**src/rtl/axis_spi_pkg.sv**
```systemverilog
// Shared types and helpers for the AXI-Stream SPI arbiter.
package axis_spi_pkg;

    typedef enum logic [1:0] {
        ST_IDLE,
        ST_FWD,
        ST_DRAIN,
        ST_DROP
    } arb_state_e;

    // Field width for n choices; never narrower than one bit.
    function automatic int clog2_min1(input int n);
        return (n > 2) ? $clog2(n) : 1;
    endfunction

endpackage

```
**src/rtl/axis_spi_arbiter_rr.sv**
```systemverilog
// Combinational round-robin selector: first requester after i_last wins.
module rr_arbiter #(
    parameter int N     = 2,
    parameter int IDX_W = 1
) (
    input  logic [N-1:0]     i_req,
    input  logic [IDX_W-1:0] i_last,
    output logic [N-1:0]     o_grant,
    output logic [IDX_W-1:0] o_idx
);

    always_comb begin : p_sel
        int w_pos;
        o_grant = '0;
        o_idx   = '0;
        w_pos   = 0;
        // Walk from lowest to highest priority so the nearest request wins.
        for (int k = N; k >= 1; k--) begin
            w_pos = (int'(i_last) + k) % N;
            if (i_req[IDX_W'(w_pos)]) begin
                o_grant                 = '0;
                o_grant[IDX_W'(w_pos)]  = 1'b1;
                o_idx                   = IDX_W'(w_pos);
            end
        end
    end

endmodule

```
**src/rtl/axis_spi_arbiter.sv**
```systemverilog
// Shares one AXI-Stream SPI master between REQ_NUM requesters,
// holding chip select for a whole transaction.
module axis_spi_arbiter
    import axis_spi_pkg::*;
#(
    parameter int   REQ_NUM    = 2,
    parameter int   DATA_WIDTH = 8,
    parameter int   SLAVE_NUM  = 2,
    localparam int  ADDR_W     = clog2_min1(SLAVE_NUM),
    localparam int  IDX_W      = clog2_min1(REQ_NUM)
) (
    input  logic                          clk_i,
    input  logic                          arstn_i,
    input  logic [REQ_NUM*DATA_WIDTH-1:0] req_tdata_i,
    input  logic [REQ_NUM-1:0]            req_tvalid_i,
    input  logic [REQ_NUM-1:0]            req_tlast_i,
    input  logic [REQ_NUM*ADDR_W-1:0]     req_addr_i,
    output logic [REQ_NUM-1:0]            req_tready_o,
    output logic [DATA_WIDTH-1:0]         rsp_tdata_o,
    output logic [REQ_NUM-1:0]            rsp_tvalid_o,
    output logic                          rsp_tlast_o,
    input  logic [REQ_NUM-1:0]            rsp_tready_i,
    output logic [DATA_WIDTH-1:0]         spi_tdata_o,
    output logic                          spi_tvalid_o,
    output logic                          spi_tlast_o,
    input  logic                          spi_tready_i,
    input  logic [DATA_WIDTH-1:0]         spi_tdata_i,
    input  logic                          spi_tvalid_i,
    input  logic                          spi_tlast_i,
    output logic                          spi_tready_o,
    output logic [ADDR_W-1:0]             spi_addr_o,
    output logic [REQ_NUM-1:0]            grant_o,
    output logic                          err_o
);

    arb_state_e            r_state;
    arb_state_e            w_state_nxt;
    logic [REQ_NUM-1:0]    r_grant;
    logic [IDX_W-1:0]      r_last;
    logic [ADDR_W-1:0]     r_addr;
    logic                  r_err;

    logic [REQ_NUM-1:0]    w_rr_grant;
    logic [IDX_W-1:0]      w_rr_idx;
    logic [DATA_WIDTH-1:0] w_tdata [REQ_NUM];
    logic [ADDR_W-1:0]     w_addr  [REQ_NUM];
    logic                  w_any;
    logic                  w_bad;
    logic                  w_gvalid;
    logic                  w_glast;
    logic                  w_grdy;

    for (genvar i = 0; i < REQ_NUM; i++) begin : g_unpack
        assign w_tdata[i] = req_tdata_i[i*DATA_WIDTH +: DATA_WIDTH];
        assign w_addr[i]  = req_addr_i[i*ADDR_W +: ADDR_W];
    end

    rr_arbiter #(
        .N     (REQ_NUM),
        .IDX_W (IDX_W)
    ) u_rr (
        .i_req   (req_tvalid_i),
        .i_last  (r_last),
        .o_grant (w_rr_grant),
        .o_idx   (w_rr_idx)
    );

    // r_last doubles as the index of the active grant.
    assign w_any    = |req_tvalid_i;
    assign w_bad    = 32'(w_addr[w_rr_idx]) >= SLAVE_NUM;
    assign w_gvalid = req_tvalid_i[r_last];
    assign w_glast  = req_tlast_i[r_last];
    assign w_grdy   = rsp_tready_i[r_last];

    assign rsp_tdata_o = spi_tdata_i;
    assign rsp_tlast_o = spi_tlast_i;
    assign spi_addr_o  = r_addr;
    assign grant_o     = r_grant;
    assign err_o       = r_err;

    always_comb begin
        w_state_nxt  = r_state;
        req_tready_o = '0;
        spi_tdata_o  = '0;
        spi_tvalid_o = 1'b0;
        spi_tlast_o  = 1'b0;
        rsp_tvalid_o = '0;
        spi_tready_o = 1'b0;
        unique case (r_state)
            ST_IDLE: begin
                if (w_any) begin
                    w_state_nxt = w_bad ? ST_DROP : ST_FWD;
                end
            end
            ST_FWD: begin
                spi_tdata_o  = w_tdata[r_last];
                spi_tvalid_o = w_gvalid;
                spi_tlast_o  = w_glast;
                req_tready_o = r_grant & {REQ_NUM{spi_tready_i}};
                rsp_tvalid_o = r_grant & {REQ_NUM{spi_tvalid_i}};
                spi_tready_o = w_grdy;
                if (w_gvalid && w_glast && spi_tready_i) begin
                    w_state_nxt = ST_DRAIN;
                end
            end
            ST_DRAIN: begin
                rsp_tvalid_o = r_grant & {REQ_NUM{spi_tvalid_i}};
                spi_tready_o = w_grdy;
                if (spi_tvalid_i && w_grdy && spi_tlast_i) begin
                    w_state_nxt = ST_IDLE;
                end
            end
            ST_DROP: begin
                req_tready_o = r_grant;
                if (w_gvalid && w_glast) begin
                    w_state_nxt = ST_IDLE;
                end
            end
            default: w_state_nxt = ST_IDLE;
        endcase
    end

    always_ff @(posedge clk_i or negedge arstn_i) begin
        if (!arstn_i) begin
            r_state <= ST_IDLE;
        end else begin
            r_state <= w_state_nxt;
        end
    end

    always_ff @(posedge clk_i or negedge arstn_i) begin
        if (!arstn_i) begin
            r_grant <= '0;
            r_last  <= IDX_W'(REQ_NUM - 1);
            r_addr  <= '0;
            r_err   <= 1'b0;
        end else begin
            r_err <= (r_state == ST_DROP) && w_gvalid && w_glast;
            if (r_state == ST_IDLE && w_any) begin
                r_grant <= w_rr_grant;
                r_last  <= w_rr_idx;
                r_addr  <= w_addr[w_rr_idx];
            end else if (w_state_nxt == ST_IDLE) begin
                r_grant <= '0;
            end
        end
    end

endmodule

```
**config.mk**
```make
export PLATFORM = sky130hd
export DESIGN_NAME = axis_spi_arbiter
export DESIGN_NICKNAME = d
export VERILOG_FILES = /design/src/rtl/axis_spi_pkg.sv /design/src/rtl/axis_spi_arbiter_rr.sv /design/src/rtl/axis_spi_arbiter.sv
export SDC_FILE = /design/constraint.sdc
export NUM_CORES = 1
export LEC_CHECK = 0
export BUFFER_PORTS_ARGS = -buffer_cell sky130_fd_sc_hd__clkbuf_2
export CAP_MARGIN = 10
export CORE_MARGIN = 10
export CORE_UTILIZATION = 34
export CTS_BUF_LIST = sky130_fd_sc_hd__clkbuf_8
export CTS_CLUSTER_DIAMETER = 150
export DETAILED_ROUTE_END_ITERATION = 12
export PLACE_DENSITY = 0.89
export SETUP_SLACK_MARGIN = 0.5
export SYNTH_ARGS = -nofsm -noshare
export SYNTH_HDL_FRONTEND = slang
export SYNTH_SLANG_ARGS = --single-unit
```
**constraint.sdc**
```tcl
create_clock -name clk_i -period 1.5 [get_ports clk_i]
set_input_delay 0.375 -clock clk_i [delete_from_list [all_inputs] [get_ports clk_i]]
set_output_delay 0.375 -clock clk_i [all_outputs]
set_load 0.02 [all_outputs]
```
==> results.py <==
metrics = {
    "outcome": {
        "outcome": "finished, violations left",
        "failed_checks": "setup timing",
    },
    "final_layout": {
        "syn2layout_area_growth_pct": 106,
        "drive_gt1_share_pct": 76.1,
        "finalNetCount": 181,
        "fillers": 110,
        "antenna_cells": 0,
    },
    "pwr": {
        "p_leak_uw": 0.000708,
        "ir_drop_mv": 1.03,
        "power.density_nw_per_um2": 1970,
    },
    "grt": {
        "grt-ovfl-total": 0,
        "antenna_found_initial": 0,
        "grt_pass1_wl_um": 4560,
        "grt_pass1_vias": 900,
        "grt_max_degree": 11,
        "grtUsageTotal_pct": 13.4,
    },
    "place": {
        "io_buffers": 45,
        "gp_congestion": 0.786,
        "dp_hpwl_um": 1930,
    },
    "floorplanning": {
        "die_h_um": 65.2,
        "io_pins": 65,
        "die_area_um2": 4250,
        "start_util_pct": 35.8,
        "core_area_um2": 1940,
        "rows": 16,
        "die_w_um": 65.2,
    },
    "clocking": {
        "root_buffer": "clkbuf_8",
        "cts_buffer_depth": 2,
        "path_clk_slew_ns": 0.04,
        "worstSkewPairLatency_ns": 0.23,
        "clkSinkCount": 6,
        "cts_buffers": 3,
        "cts_tree": "built",
        "h-tree-depth": 1,
    },
    "sta": {
        "fmax_mhz": 523,
        "timing.setup.tns_ns": -4.58,
        "min_period_ns": 1.91,
        "rsz0062_at_grt": "true",
        "post-route-period-util_pct": 127,
        "timing.final.ws_setup_ns": -0.411,
        "hold_viol": 0,
        "whs_ns": 0.509,
        "fin_skew_ns": 0.000818,
        "slew_violations": 0,
        "setup-violations-final": 15,
    },
    "drt": {
        "wl_per_cell_um": 21.5,
        "drcViolationCount": 0,
        "vias": 867,
        "route.antenna.remaining_nets": 0,
        "viasPerCell": 5.25,
        "drt_iter0_drc": 67,
        "wl_um": 3550,
        "dr.pass1.iters": 4,
    },
    "job": {
        "maxCapViolCount": 0,
    },
    "worst_setup_path": {
        "worstPathArrival_ns": 1.54,
        "timing.critical_path.required_ns": 1.12,
        "criticalPathCategory": "flip-flop to output pin",
        "worstSetupStartpointType": "flip-flop",
        "critPathCaptureType": "output pin",
        "cp_max_fo": 10,
    },
    "yosys": {
        "avgSynthCellArea_um2": 8.57,
        "seq_area_frac_synth_pct": 21.8,
        "synth-edff-count": 0,
        "syn_area_um2": 694,
        "synth_ff_type": "dfrtp_1",
        "netlist_instances": 81,
        "ys_types": 28,
        "ys_async_sr_fraction_pct": 100,
        "yosys_warnings": 0,
        "ys_seq_elements": 6,
    },
    "min_path": {
        "hp-class": "input pin to asynchronous set/reset pin",
    },
}
[stage by stage]
stage	area [µm²]	cells	setup slack, ns	utilization [%]	total power, µW
after floorplan	863	83	-0.0147	-	1460
after global placement	1070	147	-0.0911	55.0	1780
after detailed placement	1070	147	-0.132	55.0	1840
after CTS	1350	162	-0.339	69.3	2520
after global routing	1430	165	-0.424	73.8	2940
final	1430	165	-0.411	73.8	2830
[path summary, 6_finish.rpt]
check	slack (ns)	start	to	depth (start not counted)
min in group clk_i	0.53	req_addr_i[1]	spi_addr_o$_DFFE_PN0P_	3
setup reg to reg	-0.28	r_last$_DFFE_PN1P_	grant_o[0]$_DFFE_PN0P_	6
hold / removal	0.51	arstn_i	spi_addr_o$_DFFE_PN0P_	2
setup / recovery	-0.41	r_last$_DFFE_PN1P_	spi_tdata_o[6]	4
max in group asynchronous	0.76	arstn_i	r_last$_DFFE_PN1P_	2
hold reg to reg	0.68	spi_addr_o$_DFFE_PN0P_	spi_addr_o$_DFFE_PN0P_	3
[power breakdown]
| part | internal (µW) | switching [µW] |
|---|---|---|
| Clock | 177 | 80.9 |
| Combinational | 1200 | 1060 |
| Sequential | 234 | 81.0 |
| Total | 1610 | 1220 |
[per-layer routing]
metal / global-route usage [%] / wire length [µm] / up-vias / part of all wire [%]
met4: 5.88 / 120 / 0 / 3.4
met1: 12.3 / 1260 / 414 / 35
met5: 0 / 0 / - / 0
met2: 24.3 / 1780 / 65 / 50
met3: 6.78 / 393 / 11 / 11
li1: - / - / 377 / -
[worst max-delay path: stages, from the launching register on]
cell	delay (ns)
dfstp_2	0.59
buf_12	0.19
mux2i_4	0.29
nor2b_4	0.07
buf_2	0.16
[flip-flops by register name (all words and copies together) (netlist names)]
signal      cells
r_state         2
grant_o         1
r_last          1
spi_addr_o      1
err_o           1
[timing repair]
item / CTS / global route
hold endpoints to repair: 5 / 0
gates resized for setup: 30 / 23
pin swaps: 6 / 3
hold buffers: 1 / 0
buffers inserted: 10 / 3
setup endpoints to repair: 23 / 22
[layout by cell type, fill, tap and decap left out, drive strengths merged, types with 2 or more instances in the layout]
cell type	instances
and3	2
inv	5
a21boi	2
nor2b	10
and2	2
clkbuf	42
dfrtp	5
conb	3
ha	5
o21ai	6
nand2	6
buf	26
mux2i	11
[cells in the mapped netlist, types with 2 or more instances]
cell | instances | area (µm²)
buf_4 | 12 | 90.1
mux2i_1 | 11 | 110
nor2b_1 | 10 | 62.6
nand2_1 | 6 | 22.5
dfrtp_1 | 5 | 125
ha_1 | 5 | 62.6
inv_1 | 4 | 15.0
o21ai_0 | 4 | 20.0
a21boi_0 | 2 | 15.0
and2_1 | 2 | 12.5
and3_1 | 2 | 12.5
o21ai_1 | 2 | 10.0
[cell families (layout without fill, tap and decap cells)]
| family | Yosys count | after routing | synth area share (%) |
|---|---|---|---|
| muxes | 11 | 11 | 15.9 |
| AOI/OAI and AO/OA | 16 | 16 | 16.2 |
| other | 1 | 3 | 0.540 |
| adders and majority gates | 5 | 5 | 9.01 |
| buffers and inverters | 19 | 74 | 18.0 |
| DFF | 6 | 6 | 21.8 |
| and+or+nand+nor | 23 | 23 | 18.6 |
[final cells by class]
type	instances	area, µm²	area share, %
clock buffer	3	41.3	2.88
clock inverter	1	3.75	0.262
inverter	4	15.0	1.05
multi-input combinational	58	702	49.0
sequential	6	153	10.6
tap	27	33.8	2.36
timing repair buffer	66	485	33.9
Power figures use the tool's default switching activity.
